$ cat config.mk
export PLATFORM = sky130hd
export DESIGN_NAME = y86_fetch_seq
export DESIGN_NICKNAME = d
export VERILOG_FILES = /design/src/rtl/y86_pkg.sv /design/src/rtl/y86_instr_len.sv /design/src/rtl/y86_fetch_seq.sv
export SDC_FILE = /design/constraint.sdc
export NUM_CORES = 1
export LEC_CHECK = 0
export CAP_MARGIN = 20
export CORE_MARGIN = 2
export CORE_UTILIZATION = 34
export CTS_BUF_LIST = sky130_fd_sc_hd__clkbuf_4
export DETAILED_ROUTE_END_ITERATION = 16
export PLACE_DENSITY = 0.57
export SKIP_CTS_REPAIR_TIMING = 1
export SYNTH_ARGS = -nofsm -noshare
export SYNTH_HDL_FRONTEND = slang
export SYNTH_SLANG_ARGS = --single-unit
$ cat constraint.sdc
create_clock -name Clk -period 12.5 [get_ports Clk]
set_input_delay 1.875 -clock Clk [delete_from_list [all_inputs] [get_ports Clk]]
set_output_delay 1.875 -clock Clk [all_outputs]
set_load 0.02 [all_outputs]
$ cat src/rtl/y86_pkg.sv
// ---------------------------------------------------------------------------
// y86_pkg
// Shared Y86-64 definitions for the fetch logic:
//   - icode constants (I_HALT .. I_POPQ)
//   - status codes (STAT_AOK/HLT/ADR/INS)
//   - REG_NONE, the register ID shown when an instruction has no register byte
//   - fetch_state_e, the state encoding of the sequential fetch FSM
// ---------------------------------------------------------------------------
package y86_pkg;

  // Instruction codes (upper nibble of byte 0).
  localparam logic [3:0] I_HALT   = 4'h0;
  localparam logic [3:0] I_NOP    = 4'h1;
  localparam logic [3:0] I_CMOVXX = 4'h2;
  localparam logic [3:0] I_IRMOVQ = 4'h3;
  localparam logic [3:0] I_RMMOVQ = 4'h4;
  localparam logic [3:0] I_MRMOVQ = 4'h5;
  localparam logic [3:0] I_OPQ    = 4'h6;
  localparam logic [3:0] I_JXX    = 4'h7;
  localparam logic [3:0] I_CALL   = 4'h8;
  localparam logic [3:0] I_RET    = 4'h9;
  localparam logic [3:0] I_PUSHQ  = 4'hA;
  localparam logic [3:0] I_POPQ   = 4'hB;

  // Status codes reported with each fetched instruction.
  localparam logic [2:0] STAT_AOK = 3'd1;
  localparam logic [2:0] STAT_HLT = 3'd2;
  localparam logic [2:0] STAT_ADR = 3'd3;
  localparam logic [2:0] STAT_INS = 3'd4;

  // Register ID meaning "no register".
  localparam logic [3:0] REG_NONE = 4'hF;

  // Sequential fetch FSM states.
  typedef enum logic [2:0] {
    F_OP,      // fetch byte 0 {icode, ifun}
    F_REG,     // fetch register byte {rA, rB}
    F_CONST,   // fetch 8 constant bytes, least significant first
    DONE,      // instruction presented to decode
    WAIT_PC,   // waiting for the PC-update stage
    STOPPED    // absorbing after HLT/ADR/INS until reset
  } fetch_state_e;

endpackage

$ cat src/rtl/y86_instr_len.sv
// ---------------------------------------------------------------------------
// y86_instr_len
// Combinational instruction-format decoder for Y86-64. Maps an icode to the
// instruction's shape. Shared by the sequential fetch and a later pipelined
// fetch, so it carries no state.
//
// Ports:
//   i_icode      in  4  instruction code
//   o_valid      out 1  icode is a defined instruction (0..B)
//   o_need_regs  out 1  instruction carries a {rA,rB} register byte
//   o_need_valc  out 1  instruction carries an 8-byte constant
//   o_length     out 4  total instruction length in bytes (0 when invalid)
// ---------------------------------------------------------------------------
module y86_instr_len
  import y86_pkg::*;
(
  input  logic [3:0] i_icode,
  output logic       o_valid,
  output logic       o_need_regs,
  output logic       o_need_valc,
  output logic [3:0] o_length
);

  always_comb begin
    // NOTE: every output gets a default before the case so no path leaves a
    // signal unassigned; an unassigned path in combinational logic infers a latch.
    o_valid     = 1'b1;
    o_need_regs = 1'b0;
    o_need_valc = 1'b0;
    o_length    = 4'd1;
    case (i_icode)
      I_HALT, I_NOP, I_RET: begin
        o_length = 4'd1;
      end
      I_CMOVXX, I_OPQ, I_PUSHQ, I_POPQ: begin
        o_need_regs = 1'b1;
        o_length    = 4'd2;
      end
      I_IRMOVQ, I_RMMOVQ, I_MRMOVQ: begin
        o_need_regs = 1'b1;
        o_need_valc = 1'b1;
        o_length    = 4'd10;
      end
      I_JXX, I_CALL: begin
        o_need_valc = 1'b1;
        o_length    = 4'd9;
      end
      default: begin
        o_valid  = 1'b0;
        o_length = 4'd0;
      end
    endcase
  end

endmodule

$ cat src/rtl/y86_fetch_seq.sv
// ---------------------------------------------------------------------------
// y86_fetch_seq
// Sequential Y86-64 fetch unit. Reads instruction bytes one per handshake from
// a byte-wide instruction memory, assembles icode/ifun/rA/rB/valC/valP and
// presents them to decode over valid/ready. The PC-update stage supplies the
// next PC through pc_load/pc_next.
//
// Parameters:
//   RESET_PC   PC loaded on reset
//
// Ports:
//   Clk        in  1   clock, rising edge
//   Reset_n    in  1   asynchronous active-low reset
//   imem_req   out 1   byte read request
//   imem_addr  out 64  byte address, stable while imem_req is high
//   imem_ack   in  1   byte returned this cycle
//   imem_data  in  8   returned byte
//   imem_err   in  1   address fault, qualified by imem_ack
//   pc_load    in  1   next PC available
//   pc_next    in  64  next PC
//   out_valid  out 1   fetched instruction presented
//   out_ready  in  1   decode accepts
//   icode/ifun out 4   instruction code / function
//   rA/rB      out 4   register IDs, REG_NONE when absent
//   valC       out 64  little-endian constant, 0 when absent
//   valP       out 64  PC + length (PC itself on ADR/INS)
//   stat       out 3   AOK/HLT/ADR/INS
// ---------------------------------------------------------------------------
module y86_fetch_seq
  import y86_pkg::*;
#(
  parameter logic [63:0] RESET_PC = 64'd0
)
(
  input  logic        Clk,
  input  logic        Reset_n,
  output logic        imem_req,
  output logic [63:0] imem_addr,
  input  logic        imem_ack,
  input  logic [7:0]  imem_data,
  input  logic        imem_err,
  input  logic        pc_load,
  input  logic [63:0] pc_next,
  output logic        out_valid,
  input  logic        out_ready,
  output logic [3:0]  icode,
  output logic [3:0]  ifun,
  output logic [3:0]  rA,
  output logic [3:0]  rB,
  output logic [63:0] valC,
  output logic [63:0] valP,
  output logic [2:0]  stat
);

  fetch_state_e r_state;
  logic [63:0]  r_pc;
  logic [3:0]   r_icode;
  logic [3:0]   r_ifun;
  logic [3:0]   r_ra;
  logic [3:0]   r_rb;
  logic [63:0]  r_valc;
  logic [63:0]  r_valp;
  logic [2:0]   r_stat;
  logic [2:0]   r_k;          // constant byte index within F_CONST
  logic         r_pend_valid; // next PC arrived while decode was still busy
  logic [63:0]  r_pend_pc;

  logic [3:0]   w_len_icode;
  logic         w_valid;
  logic         w_need_regs;
  logic         w_need_valc;
  logic [3:0]   w_len;
  logic [63:0]  w_len_ext;
  logic [63:0]  w_off;
  logic         w_hs;

  // In F_OP the icode is still on the memory bus; afterwards it is latched.
  assign w_len_icode = (r_state == F_OP) ? imem_data[7:4] : r_icode;

  y86_instr_len u_len (
    .i_icode     (w_len_icode),
    .o_valid     (w_valid),
    .o_need_regs (w_need_regs),
    .o_need_valc (w_need_valc),
    .o_length    (w_len)
  );

  assign w_len_ext = {60'd0, w_len};
  // First constant byte sits right after the register byte, if any.
  assign w_off     = w_need_regs ? 64'd2 : 64'd1;

  assign imem_req  = (r_state == F_OP) || (r_state == F_REG) || (r_state == F_CONST);
  assign out_valid = (r_state == DONE);
  assign w_hs      = out_valid && out_ready;

  always_comb begin
    imem_addr = r_pc;
    case (r_state)
      F_REG:   imem_addr = r_pc + 64'd1;
      F_CONST: imem_addr = r_pc + w_off + {61'd0, r_k};
      default: imem_addr = r_pc;
    endcase
  end

  assign icode = r_icode;
  assign ifun  = r_ifun;
  assign rA    = r_ra;
  assign rB    = r_rb;
  assign valC  = r_valc;
  assign valP  = r_valp;
  assign stat  = r_stat;

  // NOTE: all state is updated with non-blocking assignments so every register
  // samples the pre-edge values, independent of statement order.
  always_ff @(posedge Clk or negedge Reset_n) begin
    if (!Reset_n) begin
      r_state      <= F_OP;
      r_pc         <= RESET_PC;
      r_icode      <= I_HALT;
      r_ifun       <= 4'd0;
      r_ra         <= REG_NONE;
      r_rb         <= REG_NONE;
      r_valc       <= 64'd0;
      r_valp       <= 64'd0;
      r_stat       <= STAT_AOK;
      r_k          <= 3'd0;
      r_pend_valid <= 1'b0;
      r_pend_pc    <= 64'd0;
    end else begin
      case (r_state)
        F_OP: begin
          if (imem_ack) begin
            // A new instruction starts from a clean slate.
            r_valc <= 64'd0;
            r_ra   <= REG_NONE;
            r_rb   <= REG_NONE;
            r_k    <= 3'd0;
            if (imem_err) begin
              r_icode <= I_HALT;
              r_ifun  <= 4'd0;
              r_stat  <= STAT_ADR;
              r_valp  <= r_pc;
              r_state <= DONE;
            end else begin
              r_icode <= imem_data[7:4];
              r_ifun  <= imem_data[3:0];
              if (!w_valid) begin
                r_stat  <= STAT_INS;
                r_valp  <= r_pc;
                r_state <= DONE;
              end else if (w_need_regs) begin
                r_state <= F_REG;
              end else if (w_need_valc) begin
                r_state <= F_CONST;
              end else begin
                r_stat  <= (imem_data[7:4] == I_HALT) ? STAT_HLT : STAT_AOK;
                r_valp  <= r_pc + w_len_ext;
                r_state <= DONE;
              end
            end
          end
        end

        F_REG: begin
          if (imem_ack) begin
            if (imem_err) begin
              r_stat  <= STAT_ADR;
              r_valp  <= r_pc;
              r_state <= DONE;
            end else begin
              r_ra <= imem_data[7:4];
              r_rb <= imem_data[3:0];
              if (w_need_valc) begin
                r_state <= F_CONST;
              end else begin
                r_stat  <= STAT_AOK;
                r_valp  <= r_pc + w_len_ext;
                r_state <= DONE;
              end
            end
          end
        end

        F_CONST: begin
          if (imem_ack) begin
            if (imem_err) begin
              r_stat  <= STAT_ADR;
              r_valp  <= r_pc;
              r_state <= DONE;
            end else begin
              r_valc[{r_k, 3'b000} +: 8] <= imem_data;
              if (r_k == 3'd7) begin
                r_stat  <= STAT_AOK;
                r_valp  <= r_pc + w_len_ext;
                r_state <= DONE;
              end else begin
                r_k <= r_k + 3'd1;
              end
            end
          end
        end

        DONE: begin
          if (w_hs) begin
            r_pend_valid <= 1'b0;
            if (r_stat != STAT_AOK) begin
              r_state <= STOPPED;
            end else if (pc_load) begin
              r_pc    <= pc_next;
              r_state <= F_OP;
            end else if (r_pend_valid) begin
              // The captured PC is consumed without a WAIT_PC cycle.
              r_pc    <= r_pend_pc;
              r_state <= F_OP;
            end else begin
              r_state <= WAIT_PC;
            end
          end else if (pc_load) begin
            r_pend_valid <= 1'b1;
            r_pend_pc    <= pc_next;
          end
        end

        WAIT_PC: begin
          if (pc_load) begin
            r_pc    <= pc_next;
            r_state <= F_OP;
          end
        end

        STOPPED: begin
          r_state <= STOPPED;
        end

        default: begin
          r_state <= F_OP;
        end
      endcase
    end
  end

endmodule

## Word level (Yosys, flattened, before mapping)

Cells that the tools add are included.

| storage, ports and cells | value |
|---|---|
| flip-flop bits (word level) | 282 |
| word-level logic and storage cells | 155 |
| output and inout port bits | 213 |
| input bits | 78 |

| cells by class | value |
|---|---|
| reductions and logical operators | 28 |
| add/sub/neg operators | 6 |
| eq/ne operators | 32 |
| multiplexer cells | 74 |
| bitwise operators | 1 |
| shift-type cells | 2 |

Operators by type and width:

| cell | count |
|---|---|
| 64-bit 2-to-1 mux | 18 |
| 64-bit one-hot mux with 2 select lines | 3 |
| 64-bit one-hot mux with 3 select lines | 1 |
| 3-bit 2-to-1 mux | 26 |
| 64-bit by 1-bit adder with 64-bit output, second input constant | 1 |
| 64-bit by 2-bit adder with 64-bit output | 1 |
| 64-bit by 3-bit adder with 64-bit output | 1 |
| 64-bit by 4-bit adder with 64-bit output | 1 |
| 64-bit bitwise mux | 1 |
| 8-bit by 8-bit variable shift with 64-bit output, first input constant | 1 |
| 8-bit by 8-bit indexed part select with 64-bit output | 1 |
| 4-bit 2-to-1 mux | 8 |
| 3-bit one-hot mux with 6 select lines | 1 |
| 4-bit by 3-bit equality test with 1-bit output, second input constant | 4 |
| 4-bit equality test, second input constant | 4 |
| 2-bit inequality test, second input constant | 8 |
| 4-bit one-hot mux with 2 select lines | 2 |
| 4-bit one-hot mux with 4 select lines | 1 |
| 6-bit AND reduction | 2 |
| 12-bit OR reduction | 1 |
| 2-bit 2-to-1 mux | 5 |
| 5-bit AND reduction | 2 |
| 3-bit equality test, second input constant | 3 |
| 3-bit one-hot mux with 3 select lines | 1 |
| other kinds (29) | 46 |

## Longest topological paths before layout

Gate-level depths: netlist (run 1).

| logic depth | value |
|---|---|
| depth in word-level cells | 12 |
| depth in mapped cells | 17 |
| gate-level depth less buffers | 15 |

## By module

From an unflattened synthesis (run 1), not the netlist that was laid out.

| second synthesis, totals | value |
|---|---|
| cells, all modules | 1991 |
| area, all modules | 17215.3 sq um |

Modules (own cells, without submodules):

| module | cells an instance | sequential area each (sq um) | area each (sq um) | instances |
|---|---|---|---|---|
| y86_fetch_seq | 1979 | 7068.0 | 17128.9 | 1 |
| y86_instr_len | 12 | 0.0 | 86.3 | 1 |

## Worst setup path after synthesis (run 1)

Ideal clock, no wire load.

| timing path | value |
|---|---|
| kind | input -> output |
| start point | in imem_data[5] |
| end point | out imem_addr[53] |
| data arrival time | 5.590 ns |
| cell stages on the path | 16 |
| path buffers | 1 |
| setup slack | 5.035 ns |
| required time | 10.625 ns |
| cells stage by stage | clkbuf_1 -> a21o_1 -> a211oi_1 -> a21oi_1 -> fa_1 -> inv_1 -> ha_1 -> inv_1 -> fa_1 -> nor2b_1 -> o21ai_0 -> a2111oi_2 -> and2_1 -> nand2b_1 -> nand2b_1 -> xnor2_1 |

| between the ends | value |
|---|---|
| longest elaborated chain between the ends | 8 |
| elaborated cells on any way between the ends | 14 |
| classes of those cells | 2 x add/sub; 7 x eq/ne; 4 x mux; 1 x reduce/logical |

Ends and longest elaborated chain:

| what | line | text |
|---|---|---|
| from (decl) | y86_fetch_seq.sv:40 | `input logic [7:0] imem_data,` |
| 4-bit 2-to-1 mux (*) | y86_fetch_seq.sv:78 | `assign w_len_icode = (r_state == F_OP) ? imem_data[7:4] : r_icode;` |
| 4-bit by 2-bit equality test with 1-bit output, or another cell as far along | y86_instr_len.sv:31 | `case (i_icode)` |
| 7-bit OR reduction (no line) (*) | n/a |  |
| 1-bit 2-to-1 mux (*) | y86_instr_len.sv:31 |  |
| 2-bit 2-to-1 mux (*) | y86_fetch_seq.sv:90 | `assign w_off = w_need_regs ? 64'd2 : 64'd1;` |
| 64-bit by 2-bit adder with 64-bit output (*) | y86_fetch_seq.sv:100 | `F_CONST: imem_addr = r_pc + w_off + {61'd0, r_k};` |
| 64-bit by 3-bit adder with 64-bit output (*) | y86_fetch_seq.sv:100 |  |
| 64-bit one-hot mux with 2 select lines (*) | y86_fetch_seq.sv:98 | `case (r_state)` |
| to (decl) | y86_fetch_seq.sv:38 | `output logic [63:0] imem_addr,` |

Every way passes the cells marked *; elsewhere a longest branch is shown, timed or not.

## Worst setup path in the final report (run 1)

| timing path | value |
|---|---|
| start point | in imem_data[7] |
| end point | out imem_addr[23] |

Same word-level chain as after synthesis.

==> results by group, run 1 <==
Worst setup path
  • CP Cell Sequence: clkdlybuf4s50_1 -> a21o_1 -> a211oi_1 -> a21oi_1 -> fa_1 -> inv_1 -> ha_1 -> inv_1 -> fa_1 -> nor2b_1 -> o21ai_0 -> a21oi_1 -> nand2_1 -> nor3_1 -> nand2_1 -> xnor2_1 -> clkdlybuf4s50_1
  • CP required: 10,620 ps
  • CP max stage cell: clkdlybuf4s50_1
  • CP Launch Type: input port
  • CP Capture Type: output port
  • Critical path type: input port to output port
  • CP peak stage delay: 670 ps
  • Crit Path Max Fanout: 14
  • CP arrival: 7200 ps

Clocking
  • CTS Root Cell: clkbuf_4
  • CTS tree: done
  • CTS Buf Count: 85
  • Clock Path Buffers: 3
  • CTS clk-pin slew, worst paths: 60 ps
  • Clock sinks: 282
  • Worst-skew pair later-pin latency: 910 ps
  • CTS H-tree lvls: 3

Power
  • Sw frac: 50.6%
  • Power per cell area: 284 nW/um^2
  • Seq pwr share: 31.0%
  • Power Internal: 3.14 mW
  • Psw: 3.22 mW
  • Leakage power: 8.78 nW
  • IR drop worst, VDD: 0.142 mV
  • Combinational power share: 54.0%
  • Clock share of power: 15.0%

STA
  • Final Slew Violations: 0
  • Final period utilization: 72.6%
  • Worst Tran Pin Value: 1280 ps
  • Worst hold margin: 477 ps
  • Final Critical Period: 9080 ps
  • Max-slew headroom: 13.8%
  • Hold violation count in the final report: 0
  • Final Skew: 102 ps
  • Fmax achieved: 110 MHz
  • Setup_tns: 0 ps
  • RSZ-0062 raised after global routing: false
  • Final Setup Violations: 0

Finish
  • Final cell count without fillers: 3,069
  • Register area: 7070 um^2
  • Layout cell share with drive strength beyond 1: 12.3%
  • Area delta synth->final: 24.6%
  • Fillers: 5,246
  • Final Cell Area: 22,400 um^2
  • Final core occ: 42.8%
  • Area of the multi-input gates: 10,100 um^2
  • Nets: 2,404

Floorplan
  • Initial Utilization: 34.3%
  • IO Pins: 291
  • Die Y: 234 um
  • Die X: 234 um
  • Die area: 54,800 um^2
  • Core footprint: 52,400 um^2
  • Row count: 84

Routing
  • Via count: 18.6k
  • DR iter-0 viols: 2,094
  • Vias per cell: 6.06
  • Post-Route WL: 81,700 um
  • DRC violation count after routing: 0
  • Post-detailed-route wirelength per cell: 26.6 um
  • Antenna Violating Nets Remaining: 0
  • First-pass iteration count of the detailed router: 6

Synth
  • Post-synth top cells: 273 x dfrtp_1, 237 x nand2_1, 189 x nor2_1, 174 x o21ai_0, 166 x a21oi_1
  • Synth Area in Compound Gates: 22.8%
  • Mux share of post-synthesis cell area: 8.67%
  • Netlist cell types: 89
  • Simple-gate area share of the yosys netlist: 19.3%
  • Largest family of logic cells by synthesized area: compound AO/OA/AOI/OAI gates
  • Cells after synthesis: 2,087
  • Synth Cell Area: 18,000 um^2
  • Post-Synth Adder-Cell Area: 1.28%
  • Area leader, netlist: dfrtp_1
  • Cell with the most instances after synthesis: dfrtp_1
  • Synth area leaders: dfrtp_1 38%, nand2_1 4.9%, o21ai_0 4.8%, a21oi_1 4.6%, mux2_2 4.4%
  • Share of flip-flops with an asynchronous set or reset: 100%
  • Synth Register Bits: 282
  • Synthesized-area fraction occupied by xor and xnor cells: 3.60%
  • Post-synth top flop: dfrtp_1
  • Mean Syn Cell Area: 8.62 um^2
  • Synth Warn #: 0
  • Synth top area share: 38.0%
  • Syn nets: 2,181
  • Post-synth EDFFs: 0
  • Sequential fraction of the synthesis area: 39.3%

Global routing
  • Total gr overflow: 0
  • Pin count of the biggest net entering global routing: 105
  • Initial antenna violation count: 4
  • Gr usage total: 29.5%
  • Vias in the first global route: 17.5k
  • First-pass GRT wire length: 119,000 um

Place
  • Cells after DPL: 2,911
  • Global placement routability congestion: 0.986
  • PortBufs: 290
  • Post-Place Cell Area: 21,300 um^2
  • Post-DP HPWL: 58,200 um

Min path
  • Hold WC Path Type: flip-flop to flip-flop

Status
  • Status: completed

Run
  • Maximum Capacitance Violations: 0
## final cells by class
class                   count  area share [%]
multi-input cells        1589            45.0
well taps                 688            3.84
flip-flops and latches    282            31.5
diodes                      4          0.0446
repair buffers            327            14.2
clock inverters            25           0.647
clock buffers             129            4.32
inverters                  25           0.418
## power by group through the flow
stage	sequential [mW]	combinational, mW	clock, mW
after floorplan	1.63	2.23	0
after detailed placement	1.95	3.38	0
after global routing	2.01	3.68	1.03
final	1.97	3.43	0.956
after global placement	1.94	3.33	0
after CTS	1.94	3.40	0.975
## final timing paths
| path | startpoint | to | slack (ps) | cells past startpoint |
|---|---|---|---|---|
| max | imem_data[7] | imem_addr[23] | 3420 | 17 |
| min in group asynchronous | Reset_n | valC[35]$_DFFE_PN0P_ | 1020 | 1 |
| min reg2reg | rB[0]$_DFFE_PN1P_ | rB[0]$_DFFE_PN1P_ | 480 | 2 |
| min | rB[0]$_DFFE_PN1P_ | rB[0]$_DFFE_PN1P_ | 480 | 2 |
| max in group asynchronous | Reset_n | r_pc[40]$_DFFE_PN0P_ | 9250 | 3 |
| max reg2reg | r_state[2]$_DFFE_PN0P_ | valP[56]$_DFFE_PN0P_ | 6630 | 13 |
## placed cells by master (no fill, tap or decap), types with 9 or more instances in the layout
cell               n
a22oi_1           28
dfstp_2            9
clkinv_1          16
xor2_1            28
a211oi_1          11
or3_1             18
and4_1            19
buf_4             37
o22ai_1           11
nand4_1           49
nand2_1          236
a21o_1            23
nand3_1           50
a21oi_1          164
xnor2_1           46
and3_1            17
inv_1             24
a31oi_1           23
nor4_1            18
dfrtp_1          273
o221ai_1          18
nor3_1            53
clkdlybuf4s50_1  289
nand2b_1          16
o21ai_0          173
mux2_2            71
a22o_1            11
ha_1              12
a32o_1            22
o31ai_1           18
o211ai_1          23
clkbuf_4         129
mux2i_1           75
nor2_1           188
## metrics by stage
stage / worst slack, ps / power, mW
final: 3420 / 6.36
after global routing: 3010 / 6.72
after CTS: 3440 / 6.32
after detailed placement: 3480 / 5.34
after global placement: 3500 / 5.28
after floorplan: 5040 / 3.86
## state kept, by name, summed over array words and instances, names as in the netlist
signal and count:
icode 4, ifun 4, rA 4, rB 4, r_k 3, r_pc 64, r_pend_pc 64, r_pend_valid 1
r_state 3, stat 3, valC 64, valP 64
## critical path, delay by kind of cell
family,cells,cell delay (ps)
AO/OA/AOI/OAI,5,1660
buffers and inverters,4,1420
AND/OR/NAND/NOR,4,1050
adder cells (fa/ha/maj),3,1030
XOR/XNOR,1,150
## metal layers
| metal | GRT usage (%) | part of all wire (%) | up-vias |
|---|---|---|---|
| li1 | - | - | 8176 |
| met1 | 40.6 | 42 | 9159 |
| met2 | 43.6 | 44 | 1090 |
| met3 | 7.79 | 10 | 184 |
| met4 | 12.5 | 4.0 | 2 |
| met5 | 0 | 0.013 | - |
## cells by family after synthesis
group | count (synthesis)
adder cells (fa/ha/maj) | 16
buffers and inverters | 216
AO/OA/AOI/OAI | 632
AND/OR/NAND/NOR | 720
XOR/XNOR | 74
flip-flops | 282
multiplexers | 147
(Power assumes the default switching activity.)
==> inputs of run 2 (changes only) <==
Clock period 12.5 ns to 9.3 ns, I/O delays scaled along.
==> run 2 against run 1 <==
Compared with the run above:
- largest power group unchanged
- cell count fell by 0.13%
- hold slack improved by 4.6 ps
- clock power is 24% higher
- worst setup slack lost 2200 ps
- register-to-register slack lost 3400 ps
- count of clock-buffer cells in the layout is 10 lower
- highest routed layer unchanged
- clock skew shrank 25 ps
==> results by group, run 2 (synthesis gave the netlist of run 1 again) <==
Status
  • Status: completed

Floorplan
  • Initial Utilization: 34.3%
  • Die Y: 234 um
  • Die area: 54,800 um^2
  • Row count: 84
  • Core footprint: 52,400 um^2
  • IO Pins: 291
  • Die X: 234 um

Place
  • Global placement routability congestion: 0.982
  • Post-DP HPWL: 57,800 um
  • Place WS: 1240 ps
  • Cells after DPL: 2,914
  • PortBufs: 290

Finish
  • Fillers: 5,183
  • Nets: 2,410
  • Final cell count without fillers: 3,065
  • Register area: 7070 um^2
  • Most common cell after layout, fill and taps aside: clkdlybuf4s50_1
  • Most frequent cells in the layout: 289 x clkdlybuf4s50_1, 273 x dfrtp_1, 236 x nand2_1, 188 x nor2_1, 173 x o21ai_0
  • Area of the multi-input gates: 10,100 um^2
  • Area delta synth->final: 24.3%
  • Layout cell share with drive strength beyond 1: 12.1%

Routing
  • First-pass iteration count of the detailed router: 6
  • Antenna Violating Nets Remaining: 0
  • Vias per cell: 6.06
  • DR iter-0 viols: 2,145
  • Post-detailed-route wirelength per cell: 26.6 um
  • DRC violation count after routing: 0
  • Via count: 18.6k
  • Post-Route WL: 81,400 um

Worst setup path
  • Crit Path Max Fanout: 11
  • Crit-path leading delay family: compound AO/OA/AOI/OAI gates
  • CP required: 7910 ps
  • Critical path type: input port to output port
  • Crit path depth: 17
  • CP Launch Type: input port
  • Worst R2R Path Depth: 13
  • CP Cell Sequence: clkdlybuf4s50_1 -> a21o_1 -> a211oi_1 -> a21oi_1 -> fa_1 -> inv_1 -> ha_1 -> inv_1 -> fa_1 -> nor2b_1 -> o21ai_0 -> a21oi_1 -> nand2_1 -> nor3_1 -> nand2_1 -> xnor2_1 -> clkdlybuf4s50_1
  • CP arrival: 6720 ps
  • CP Capture Type: output port
  • Buf/Inv on CP: 4
  • CP max stage cell: clkdlybuf4s50_1
  • CP peak stage delay: 660 ps

Run
  • Maximum Capacitance Violations: 0

Clocking
  • Clock sinks: 282
  • CTS H-tree lvls: 3
  • Clock Path Buffers: 3
  • CTS Buf Count: 87
  • CTS Root Cell: clkbuf_4
  • CTS tree: done
  • CTS clk-pin slew, worst paths: 60 ps
  • Worst-skew pair later-pin latency: 870 ps

Power
  • Clock share of power: 14.1%
  • Leakage power: 8.75 nW
  • Sw frac: 51.0%
  • IR drop worst, VDD: 0.197 mV
  • Combinational power share: 54.8%
  • Power per cell area: 379 nW/um^2
  • Seq pwr share: 31.2%
  • Power Internal: 4.16 mW
  • Psw: 4.32 mW

STA
  • Final Skew: 76.8 ps
  • Final period utilization: 87.3%
  • RSZ-0062 raised after global routing: false
  • Fmax achieved: 123 MHz
  • Setup_tns: 0 ps
  • Final Slew Violations: 0
  • Worst Tran Pin Value: 1230 ps
  • Hold violation count in the final report: 0
  • Worst setup margin: 1190 ps
  • Final Critical Period: 8110 ps
  • Final Setup Violations: 0
  • Max-slew headroom: 17.0%

Min path
  • Hold WC Path Type: flip-flop to flip-flop
  • Worst Hold Depth: 2

Global routing
  • Vias in the first global route: 17.8k
  • Met3 Use GR: 7.94%
  • Met1 Track Usage GR: 39.9%
  • First-pass GRT wire length: 119,000 um
  • Total gr overflow: 0
  • Grt peak-use layer: met2
  • Grt met2 use: 42.7%
  • Initial antenna violation count: 3
  • Gr usage total: 29.2%
  • Pin count of the biggest net entering global routing: 109
[run 2: cell types whose count changed in the layout (fill, tap and decap cells not counted), sizes merged]
cell      previous run  this run
clkinvlp             3         4
clkinv              20        22
bufinv               1         0
clkbuf             129       120
inv                 26        28
diode                4         2
buf                 38        41
[run 2: worst reg2reg max path: cells and delay by family (launching register included)]
kind / cells / cell delay [ps]
compound gates: 5 / 1730
flops: 1 / 710
fa+ha+maj: 1 / 510
simple gates: 5 / 2320
buf+inv: 2 / 700
[run 2: layout make-up]
cell class,instances,area share [%]
Antenna cell,2,0.0224
Clock buffer,119,3.99
Clock inverter,29,0.593
Inverter,25,0.420
Multi-Input combinational cell,1589,45.2
Sequential cell,282,31.6
Tap cell,688,3.85
Timing Repair Buffer,331,14.4
[run 2: power groups by stage]
stage | clock network [mW] | registers (mW) | logic [mW]
3_5_place_dp | 0 | 2.61 | 4.56
5_1_grt | 1.29 | 2.69 | 4.97
4_1_cts | 1.23 | 2.59 | 4.59
3_3_place_gp | 0 | 2.60 | 4.49
6_report | 1.19 | 2.64 | 4.64
2_1_floorplan | 0 | 2.19 | 3.00
[run 2: layer usage]
metal  vias to the layer above  share of wire [%]
met1                      9088                 42
met5                         -              0.015
li1                       8196                  -
met4                         2                4.5
met2                      1097                 43
met3                       201                 11
[run 2: path summary, 6_finish.rpt]
path / startpoint / endpoint / slack [ps]
max: imem_data[5] / imem_addr[23] / 1190
min: valC[13]$_DFFE_PN0P_ / valC[13]$_DFFE_PN0P_ / 480
max reg2reg: r_state[2]$_DFFE_PN0P_ / valP[56]$_DFFE_PN0P_ / 3240
min reg2reg: valC[13]$_DFFE_PN0P_ / valC[13]$_DFFE_PN0P_ / 480
max in group asynchronous: Reset_n / r_pend_pc[48]$_DFFE_PN0P_ / 7180
min in group asynchronous: Reset_n / valC[35]$_DFFE_PN0P_ / 640
[run 2: per-stage QoR]
step | total power [mW] | util, % | hold slack (ps) | area (um^2)
final | 8.48 | 42.6 | 482 | 22400
after CTS | 8.41 | 42.6 | 484 | 22400
after floorplan | 5.19 | - | 475 | 18000
after global routing | 8.95 | 42.6 | 504 | 22400
after global placement | 7.09 | 40.7 | 460 | 21300
after detailed placement | 7.17 | 40.7 | 471 | 21300
